<file path="src/rtl/muldiv_pkg.sv">
// Shared definitions for the E-stage multiply/divide unit: op codes, FSM
// states, accumulate modes and the divide latency helper.
package muldiv_pkg;

    localparam logic [3:0] OP_MULT  = 4'd0;
    localparam logic [3:0] OP_MULTU = 4'd1;
    localparam logic [3:0] OP_DIV   = 4'd2;
    localparam logic [3:0] OP_DIVU  = 4'd3;
    localparam logic [3:0] OP_MADD  = 4'd4;
    localparam logic [3:0] OP_MADDU = 4'd5;
    localparam logic [3:0] OP_MSUB  = 4'd6;
    localparam logic [3:0] OP_MSUBU = 4'd7;
    localparam logic [3:0] OP_MTHI  = 4'd8;
    localparam logic [3:0] OP_MTLO  = 4'd9;

    typedef enum logic [2:0] {
        ST_IDLE,
        ST_MUL,
        ST_DIV_SETUP,
        ST_DIV_ITER,
        ST_DIV_FIX
    } state_e;

    // How the latched product combines with {hi,lo} when a multiply retires.
    typedef enum logic [1:0] {
        ACC_SET,
        ACC_ADD,
        ACC_SUB
    } acc_e;

    // One setup cycle, one cycle per quotient bit, one fix-up/write cycle.
    function automatic int div_lat(input int width);
        return width + 2;
    endfunction

endpackage

</file>
<file path="src/rtl/muldiv_iter_div.sv">
// Radix-2 restoring divider. start_i captures the raw operands; the next
// cycle takes magnitudes and special-case flags, then WIDTH iterations
// produce one quotient bit each, MSB first. valid_o is high for one cycle
// while the sign-corrected quotient/remainder are presented.
module div_iter #(
    parameter int WIDTH = 32
) (
    input  logic             clk,
    input  logic             reset,
    input  logic             start_i,
    input  logic             signed_i,
    input  logic [WIDTH-1:0] a_i,
    input  logic [WIDTH-1:0] b_i,
    output logic             valid_o,
    output logic [WIDTH-1:0] quo_o,
    output logic [WIDTH-1:0] rem_o
);

    localparam int CW = $clog2(WIDTH);

    logic [WIDTH-1:0] a_q, b_q;
    logic             sgn_q;
    logic             setup_q, iter_q, valid_q;
    logic [CW-1:0]    cnt_q;
    logic [WIDTH-1:0] quo_q, rem_q, dvs_q;
    logic             qneg_q, rneg_q, dz_q, ovf_q;

    logic             a_neg, b_neg;
    logic [WIDTH-1:0] a_abs, b_abs;
    logic [WIDTH:0]   rem_sh, diff;
    logic             take;
    logic [WIDTH-1:0] rem_nx, quo_nx;

    // Operand magnitudes for setup and one restoring step for iteration.
    always_comb begin
        a_neg  = sgn_q & a_q[WIDTH-1];
        b_neg  = sgn_q & b_q[WIDTH-1];
        a_abs  = a_neg ? (~a_q + 1'b1) : a_q;
        b_abs  = b_neg ? (~b_q + 1'b1) : b_q;
        rem_sh = {rem_q, quo_q[WIDTH-1]};
        diff   = rem_sh - {1'b0, dvs_q};
        take   = ~diff[WIDTH];
        rem_nx = take ? diff[WIDTH-1:0] : rem_sh[WIDTH-1:0];
        quo_nx = {quo_q[WIDTH-2:0], take};
    end

    // Sequencing: setup one cycle after start, then WIDTH iterations.
    always_ff @(posedge clk) begin
        if (reset) begin
            setup_q <= 1'b0;
            iter_q  <= 1'b0;
            valid_q <= 1'b0;
            cnt_q   <= '0;
        end else begin
            setup_q <= start_i;
            valid_q <= iter_q && (cnt_q == '0);
            if (setup_q) begin
                iter_q <= 1'b1;
                cnt_q  <= CW'(WIDTH - 1);
            end else if (iter_q) begin
                if (cnt_q == '0) begin
                    iter_q <= 1'b0;
                end else begin
                    cnt_q <= cnt_q - 1'b1;
                end
            end
        end
    end

    // Datapath: capture, setup (magnitudes, signs, flags), shift/subtract.
    always_ff @(posedge clk) begin
        if (start_i) begin
            a_q   <= a_i;
            b_q   <= b_i;
            sgn_q <= signed_i;
        end
        if (setup_q) begin
            quo_q  <= a_abs;
            rem_q  <= '0;
            dvs_q  <= b_abs;
            qneg_q <= a_neg ^ b_neg;
            rneg_q <= a_neg;
            dz_q   <= (b_q == '0);
            ovf_q  <= sgn_q && (a_q == {1'b1, {(WIDTH-1){1'b0}}}) && (b_q == '1);
        end else if (iter_q) begin
            quo_q <= quo_nx;
            rem_q <= rem_nx;
        end
    end

    // Sign fix-up, with divide-by-zero and overflow overriding the result.
    always_comb begin
        quo_o = qneg_q ? (~quo_q + 1'b1) : quo_q;
        rem_o = rneg_q ? (~rem_q + 1'b1) : rem_q;
        if (dz_q) begin
            quo_o = '1;
            rem_o = a_q;
        end else if (ovf_q) begin
            quo_o = a_q;
            rem_o = '0;
        end
    end

    assign valid_o = valid_q;

endmodule

</file>
<file path="src/rtl/muldiv_iter.sv">
// E-stage multiply/divide unit owning HI/LO. Multiplies (incl. madd/msub)
// retire after MUL_LAT cycles; divides run on div_iter for WIDTH+2 cycles.
module muldiv_iter
    import muldiv_pkg::*;
#(
    parameter int WIDTH   = 32,
    parameter int MUL_LAT = 5
) (
    input  logic             clk,
    input  logic             reset,
    input  logic             start,
    input  logic [3:0]       op,
    input  logic [WIDTH-1:0] a,
    input  logic [WIDTH-1:0] b,
    input  logic             req,
    output logic             busy,
    output logic             done,
    output logic [WIDTH-1:0] hi,
    output logic [WIDTH-1:0] lo
);

    localparam int DIV_LAT = div_lat(WIDTH);
    localparam int MAX_LAT = (MUL_LAT > DIV_LAT) ? MUL_LAT : DIV_LAT;
    localparam int CNT_W   = $clog2(MAX_LAT);

    state_e             state_q, state_d;
    logic [CNT_W-1:0]   cnt_q, cnt_d;
    logic [2*WIDTH-1:0] prod_q, prod_d;
    acc_e               acc_q, acc_d;
    logic [WIDTH-1:0]   hi_q, hi_d, lo_q, lo_d;
    logic               done_q, done_d;

    logic               issue, mul_signed, div_start;
    logic [2*WIDTH-1:0] a_ext, b_ext, product, hilo_cur;
    logic               div_valid;
    logic [WIDTH-1:0]   div_quo, div_rem;

    div_iter #(.WIDTH(WIDTH)) u_div (
        .clk      (clk),
        .reset    (reset),
        .start_i  (div_start),
        .signed_i (op == OP_DIV),
        .a_i      (a),
        .b_i      (b),
        .valid_o  (div_valid),
        .quo_o    (div_quo),
        .rem_o    (div_rem)
    );

    // Issue qualification and the full-width product of the issuing operands.
    always_comb begin
        issue      = start && !req && (state_q == ST_IDLE);
        mul_signed = (op == OP_MULT) || (op == OP_MADD) || (op == OP_MSUB);
        a_ext      = {{WIDTH{mul_signed & a[WIDTH-1]}}, a};
        b_ext      = {{WIDTH{mul_signed & b[WIDTH-1]}}, b};
        product    = a_ext * b_ext;
        hilo_cur   = {hi_q, lo_q};
    end

    // Next state, counter, and HI/LO writes.
    always_comb begin
        state_d   = state_q;
        cnt_d     = cnt_q;
        prod_d    = prod_q;
        acc_d     = acc_q;
        hi_d      = hi_q;
        lo_d      = lo_q;
        done_d    = 1'b0;
        div_start = 1'b0;
        case (state_q)
            ST_IDLE: begin
                if (issue) begin
                    case (op)
                        OP_MULT, OP_MULTU, OP_MADD, OP_MADDU, OP_MSUB, OP_MSUBU: begin
                            state_d = ST_MUL;
                            cnt_d   = CNT_W'(MUL_LAT - 1);
                            prod_d  = product;
                            if (op == OP_MADD || op == OP_MADDU) begin
                                acc_d = ACC_ADD;
                            end else if (op == OP_MSUB || op == OP_MSUBU) begin
                                acc_d = ACC_SUB;
                            end else begin
                                acc_d = ACC_SET;
                            end
                        end
                        OP_DIV, OP_DIVU: begin
                            state_d   = ST_DIV_SETUP;
                            div_start = 1'b1;
                        end
                        OP_MTHI: hi_d = a;
                        OP_MTLO: lo_d = a;
                        default: ;
                    endcase
                end
            end
            ST_MUL: begin
                if (cnt_q == '0) begin
                    case (acc_q)
                        ACC_ADD: {hi_d, lo_d} = hilo_cur + prod_q;
                        ACC_SUB: {hi_d, lo_d} = hilo_cur - prod_q;
                        default: {hi_d, lo_d} = prod_q;
                    endcase
                    done_d  = 1'b1;
                    state_d = ST_IDLE;
                end else begin
                    cnt_d = cnt_q - 1'b1;
                end
            end
            ST_DIV_SETUP: begin
                state_d = ST_DIV_ITER;
                cnt_d   = CNT_W'(WIDTH - 1);
            end
            ST_DIV_ITER: begin
                if (cnt_q == '0) begin
                    state_d = ST_DIV_FIX;
                end else begin
                    cnt_d = cnt_q - 1'b1;
                end
            end
            ST_DIV_FIX: begin
                if (div_valid) begin
                    lo_d    = div_quo;
                    hi_d    = div_rem;
                    done_d  = 1'b1;
                    state_d = ST_IDLE;
                end
            end
            default: state_d = ST_IDLE;
        endcase
    end

    // Architectural and control state; reset discards any partial result.
    always_ff @(posedge clk) begin
        if (reset) begin
            state_q <= ST_IDLE;
            cnt_q   <= '0;
            hi_q    <= '0;
            lo_q    <= '0;
            done_q  <= 1'b0;
        end else begin
            state_q <= state_d;
            cnt_q   <= cnt_d;
            hi_q    <= hi_d;
            lo_q    <= lo_d;
            done_q  <= done_d;
        end
    end

    // Product and accumulate mode held for the multiply's duration.
    always_ff @(posedge clk) begin
        prod_q <= prod_d;
        acc_q  <= acc_d;
    end

    assign busy = (state_q != ST_IDLE);
    assign done = done_q;
    assign hi   = hi_q;
    assign lo   = lo_q;

endmodule

</file>
<file path="config.mk">
export PLATFORM = sky130hd
export DESIGN_NAME = muldiv_iter
export DESIGN_NICKNAME = d
export VERILOG_FILES = /design/src/rtl/muldiv_pkg.sv /design/src/rtl/muldiv_iter_div.sv /design/src/rtl/muldiv_iter.sv
export SDC_FILE = /design/constraint.sdc
export NUM_CORES = 2
export LEC_CHECK = 0
export ABC_CLOCK_PERIOD_IN_PS = 8300
export CELL_PAD_IN_SITES_DETAIL_PLACEMENT = 1
export CELL_PAD_IN_SITES_GLOBAL_PLACEMENT = 1
export CORE_MARGIN = 5
export CORE_UTILIZATION = 46
export CTS_CLUSTER_SIZE = 30
export DETAILED_ROUTE_END_ITERATION = 8
export GPL_ROUTABILITY_DRIVEN = 0
export GPL_TIMING_DRIVEN = 0
export PLACE_DENSITY_LB_ADDON = 0.15
export SLEW_MARGIN = 20
export SYNTH_ARGS = -nofsm -noshare
export SYNTH_HDL_FRONTEND = slang
export SYNTH_SLANG_ARGS = --single-unit
</file>
<file path="constraint.sdc">
create_clock -name clk -period 8.3 [get_ports clk]
set_input_delay 0.83 -clock clk [delete_from_list [all_inputs] [get_ports clk]]
set_output_delay 0.83 -clock clk [all_outputs]
set_load 0.02 [all_outputs]
</file>
== Word level (Yosys, flattened, before mapping) ==
Index checks and enable logic that the tools add are counted.
Storage, ports and cells
  input port bits: 72
  output and inout port bits: 66
  flip-flop bits (word level): 313
  word-level logic and storage cells: 142
Operators by class
  reductions and logical operators: 28
  multiply operators: 1
  equality and inequality tests: 27
  bitwise logic cells: 10
  mux-type cells: 46
  add/sub/neg operators: 9
Operator list (count)
  $mux W32: 19
  $pmux W32 S3: 2
  $add A32 B1 Y32 const B: 4
  $not A32 Y32: 4
  $pmux W32 S2: 2
  $add A64 B64 Y64: 1
  $eq A32 B32 Y1 const B: 2
  $mul A33 B33 Y64: 1
  $sub A64 B64 Y64: 1
  $sub A33 B32 Y33: 1
  $logic_not A32 Y1: 1
  $mux W6: 3
  $pmux W6 S3: 1
  $eq A4 B3 Y1 const B: 4
  $mux W5: 3
  $pmux W3 S5: 1
  $reduce_and A5 Y1: 3
  $mux W3: 4
  $ne A2 B1 Y1 const B: 5
  $reduce_bool A3 Y1: 3
  $eq A4 B2 Y1 const B: 2
  $eq A4 B4 Y1 const B: 2
  $mux W1: 8
  $ne A2 B2 Y1 const B: 4
  28 further kinds: 40

== Depth between registers and ports, before layout ==
  word-level depth: 7
  depth in mapped cells: 34
  mapped depth without buffers: 31

== By module ==
Synthesis repeated with hierarchy kept, for this count alone.
Unflattened totals
  cells, all modules: 7365
  area, all modules: 64052.7 sq um
By module, submodules not included
  muldiv_iter: seq. area each 3463.3 sq um, instances 1, area an instance 52645.5 sq um, cells an instance 6129
  div_iter: seq. area each 4794.6 sq um, instances 1, area an instance 11407.2 sq um, cells an instance 1236

== Worst setup path after synthesis ==
OpenSTA, ideal clock, no wires.
  kind: input port to flip-flop
  start point: input op[2]
  end point: register prod_q[53], data pin
  arrival time: 8.342 ns
  library setup time: 0.261 ns
  required time: 8.039 ns
  cell stages on the path: 28
  setup slack: -0.302 ns
  buffers on the path: 2
  path through: inv_1 -> a21oi_1 -> and3_1 -> clkbuf_1 -> clkbuf_1 -> nand2_1 -> inv_1 -> fa_1 -> fa_1 -> fa_1 -> inv_1 -> fa_1 -> fa_1 -> fa_1 -> fa_1 -> fa_1 -> inv_1 -> ha_1 -> a21o_1 -> a21o_1 -> a21o_1 -> a21oi_1 -> o21bai_1 -> a221o_1 -> a31oi_1 -> o221ai_1 -> a31oi_1 -> xnor2_1
Between the ends
  word-level cells in the longest chain between the ends: 5
  elaborated cells on any way between the ends: 8
  those cells by class: 1 x mul; 2 x eq/ne; 2 x bitwise; 3 x reduce/logical
RTL lines
  start, declared: line muldiv_iter.sv:12  | input logic [3:0] op,
  $eq A4 B3 Y1 / $logic_not A4 Y1 (equally long branches): line muldiv_iter.sv:53  | mul_signed = (op == OP_MULT) || (op == OP_MADD) || (op == OP_MSUB);
  $logic_or A1 B1 Y1: line muldiv_iter.sv:53
  $logic_or A1 B1 Y1 *: line muldiv_iter.sv:53
  $and A1 B1 Y1 (on tied branches): line muldiv_iter.sv:54, muldiv_iter.sv:55
  $mul A33 B33 Y64 *: line muldiv_iter.sv:56  | product = a_ext * b_ext;
  named net product[53]: line muldiv_iter.sv:34  | logic [2*WIDTH-1:0] a_ext, b_ext, product, hilo_cur;
  end signal, assigned: line muldiv_iter.sv:151  | prod_q <= prod_d;
  end, declared: line muldiv_iter.sv:28  | logic [2*WIDTH-1:0] prod_q, prod_d;
The timed path passes the listed nets; every way through them passes the cells marked *.
A chain may end at the register's enable or synchronous reset.

== Worst setup path after layout ==
  start point: input a[6]
  end point: register prod_q[57], data pin
Between the ends
  word-level cells in the longest chain between the ends: 1
RTL lines
  start, declared: line muldiv_iter.sv:13  | input logic [WIDTH-1:0] a,
  $mul A33 B33 Y64: line muldiv_iter.sv:56
  named net product[57]: line muldiv_iter.sv:34
The timed path passes the listed nets, and every way through them passes these cells.

==> metrics.cfg <==
[outcome]
status=finished with violations
violations=negative setup slack

[cells_and_area]
nets=9203
syn_to_final_growth_pct=11.5
drive_gt1_frac=0.0894

[clock_network]
cts-root-buf=clkbuf_16
numClockSinks=313
ctsHtreeMaxLevel=2
clockBufferDepth=3
tritoncts=yes
path_clk_slew_ns=0.06
clk_latency_ns=0.62
cts_buffers=37

[synth]
syn_inst=7379
yosys_warnings=0
async_flop_share=0
synth.largest_area_cell=fa_1
synthTopCellsByCount=inv_1 (1331), fa_1 (1128), nand2_1 (996), nor2_1 (401), clkbuf_1 (388)
yosysSeqAreaShare=0.130
netlist.area_leader.share=0.354
synth_area_leaders=fa_1 (35%), edfxtp_1 (9.4%), inv_1 (7.8%), ha_1 (7.5%), nand2_1 (5.9%)
synth-edff-count=199
ys_seq_elements=313
synth_ff_type=edfxtp_1
synth_area_mm2=0.0637
postSynthNetCount=8960
yosys.cell_types.count=97
yosys.cell_count.top_type=inv_1
syn_area_per_cell_um2=8.64

[worst_setup_path]
critical-path-max-stage-delay_ns=0.64
worstSetupStartpoint=a[6]
path_delay_family=adder cells
r2r_end=u_div.rem_q[9]$_SDFFE_PP0P_
crit_slowest_cell=clkbuf_1
start_kind=primary input
r2r_cells=15
reg2reg_slack_ns=3.41
worstPathRequired_ns=8.74
path_common_cell=fa_1
cp_num_cells=25
cp_num_buf_inv=4
worstPathArrival_ns=9.01
cp_max_fo=10
rr_startpoint=u_div.quo_q[31]$_DFFE_PP_
crit_type=primary input to flop
endpoint=prod_q[57]$_DFFE_PP_
cp-end-kind=flop

[hold_path]
min_path_type=flop to flop

[sta]
min_period_ns=8.57
finalHoldViolations=0
clock_skew_ns=0.0348
relSlewSlack=0.101
fmax_mhz=117
rsz0062_at_grt=true
fin_setup_tns_ns=-1.63
period_share=1.03
final-setup-viol-count=10
worst_slack_ns=-0.266
drv_slew=0
tightestPinTransition_ns=1.35

[global_route]
antenna_found_initial=30
grt_max_degree=41
grt_pass1_wl_um=429000
track_usage=0.403
grt_pass1_vias=62300
grt_overflow=0

[placed_design]
portBuffers=137
dp.final_hpwl_um=240000
dp_slack_ns=-3.13

[route]
routedWlPerCell_um=31.6
drt-initial-drc-count=6335
vias=59100
first_pass_iters=8
drc=0
wirelength_um=299000
antenna_left=0
vias_per_cell=6.25

[floorplanning]
io_pins=138
core_mm2=0.138
start_util=0.463
dieArea_mm2=0.146
num_rows=136
die_x_um=382
die_h_um=382

[flow_run]
cap_viol_max_count=0

-- flip-flops by register name, summed over array words and instances (netlist names), 5 cells and up --
register     flops
u_div.rem_q     32
hi              32
u_div.cnt_q      5
u_div.a_q       32
u_div.dvs_q     32
u_div.b_q       32
prod_q          64
cnt_q            6
lo              32
u_div.quo_q     32
-- cell usage in the layout (no fill, tap or decap), drive strengths merged, types with 19 or more instances in the layout --
cell type,n
nor2b,34
mux2,21
o211ai,39
a221oi,29
nand2,996
o21ai,238
o31ai,53
nor4,48
o21bai,61
dfxtp,114
a211oi,62
a21oi,380
and2,343
nand4,42
clkdlybuf4s50,69
o22ai,19
nor3,98
buf,189
o21a,38
nor2,401
clkbuf,396
xor2,72
nand3,56
or3,31
a311oi,46
a31oi,44
and3,41
ha,381
a22oi,27
a21o,83
nand2b,37
inv,1329
fa,1128
edfxtp,199
or2,31
xnor2,188
-- final cells by class --
type	instances	area (um2)
Fill cell	16100	66600
Multi-Input combinational cell	5308	49800
Sequential cell	313	8260
Inverter	1335	5040
Tap cell	1794	2240
Buffer	394	2220
Timing Repair Buffer	233	2170
Clock buffer	49	1050
Clock inverter	19	256
Antenna cell	14	35.0
-- per-layer routing --
layer / share of wire / track usage
met1: 0.37 / 0.505
met2: 0.43 / 0.611
met3: 0.11 / 0.0986
met4: 0.092 / 0.289
met5: 0.00021 / 0
-- worst register-to-register path, stage by stage, from the launching register on --
cell and delay (ns):
edfxtp_1 0.32, inv_1 0.09, ha_1 0.24, fa_1 0.40
nand2b_1 0.19, a21boi_1 0.24, o21ai_1 0.15, a2111oi_0 0.54
or3_1 0.23, o21ai_2 0.15, o211ai_1 0.31, a21oi_2 0.15
xnor2_1 0.77, clkbuf_1 0.61, nand2_1 0.12, a311oi_1 0.28
-- cell families (layout without fill, tap and decap cells) --
group | count (synthesis) | count (layout) | synth area share
other | 0 | 14 | 0
buffers and inverters | 1758 | 2030 | 0.104
xor gates and xnor gates | 260 | 260 | 0.0357
muxes | 37 | 37 | 0.00622
and+or+nand+nor | 2202 | 2202 | 0.160
AOI/OAI and AO/OA | 1300 | 1300 | 0.135
adders and majority gates | 1509 | 1509 | 0.429
DFF | 313 | 313 | 0.130
-- through the flow --
stage,hold WS (ns),util,area (um2),cells
after floorplan,0.450,-,63800,7379
after global placement,0.466,0.490,67400,9310
after detailed placement,0.474,0.491,67600,9315
after CTS,0.483,0.510,70300,9408
after global routing,0.503,0.516,71100,9445
final,0.482,0.516,71100,9459
-- repair_timing --
action,in CTS,in global routing
hold buffers,0,0
setup buffers,50,41
resized for setup,582,330
hold endpoints to repair,0,0
cloned,0,0
pin swaps,68,93
setup endpoints to repair,46,24
-- worst min-delay path by stage --
stage	startpoint	to	slack [ns]	cells after the start
after floorplan	u_div.valid_o$_SDFF_PP0_	done$_SDFF_PP0_	0.45	2
after global placement	cnt_q[4]$_SDFFE_PP0P_	cnt_q[4]$_SDFFE_PP0P_	0.47	2
after detailed placement	cnt_q[4]$_SDFFE_PP0P_	cnt_q[4]$_SDFFE_PP0P_	0.47	2
after CTS	cnt_q[4]$_SDFFE_PP0P_	cnt_q[4]$_SDFFE_PP0P_	0.48	2
after global routing	cnt_q[4]$_SDFFE_PP0P_	cnt_q[4]$_SDFFE_PP0P_	0.50	2
final	cnt_q[4]$_SDFFE_PP0P_	cnt_q[4]$_SDFFE_PP0P_	0.48	2
Power is not shown: default switching activity piles up to over one toggle a cycle in this logic, so the estimate is an artifact.
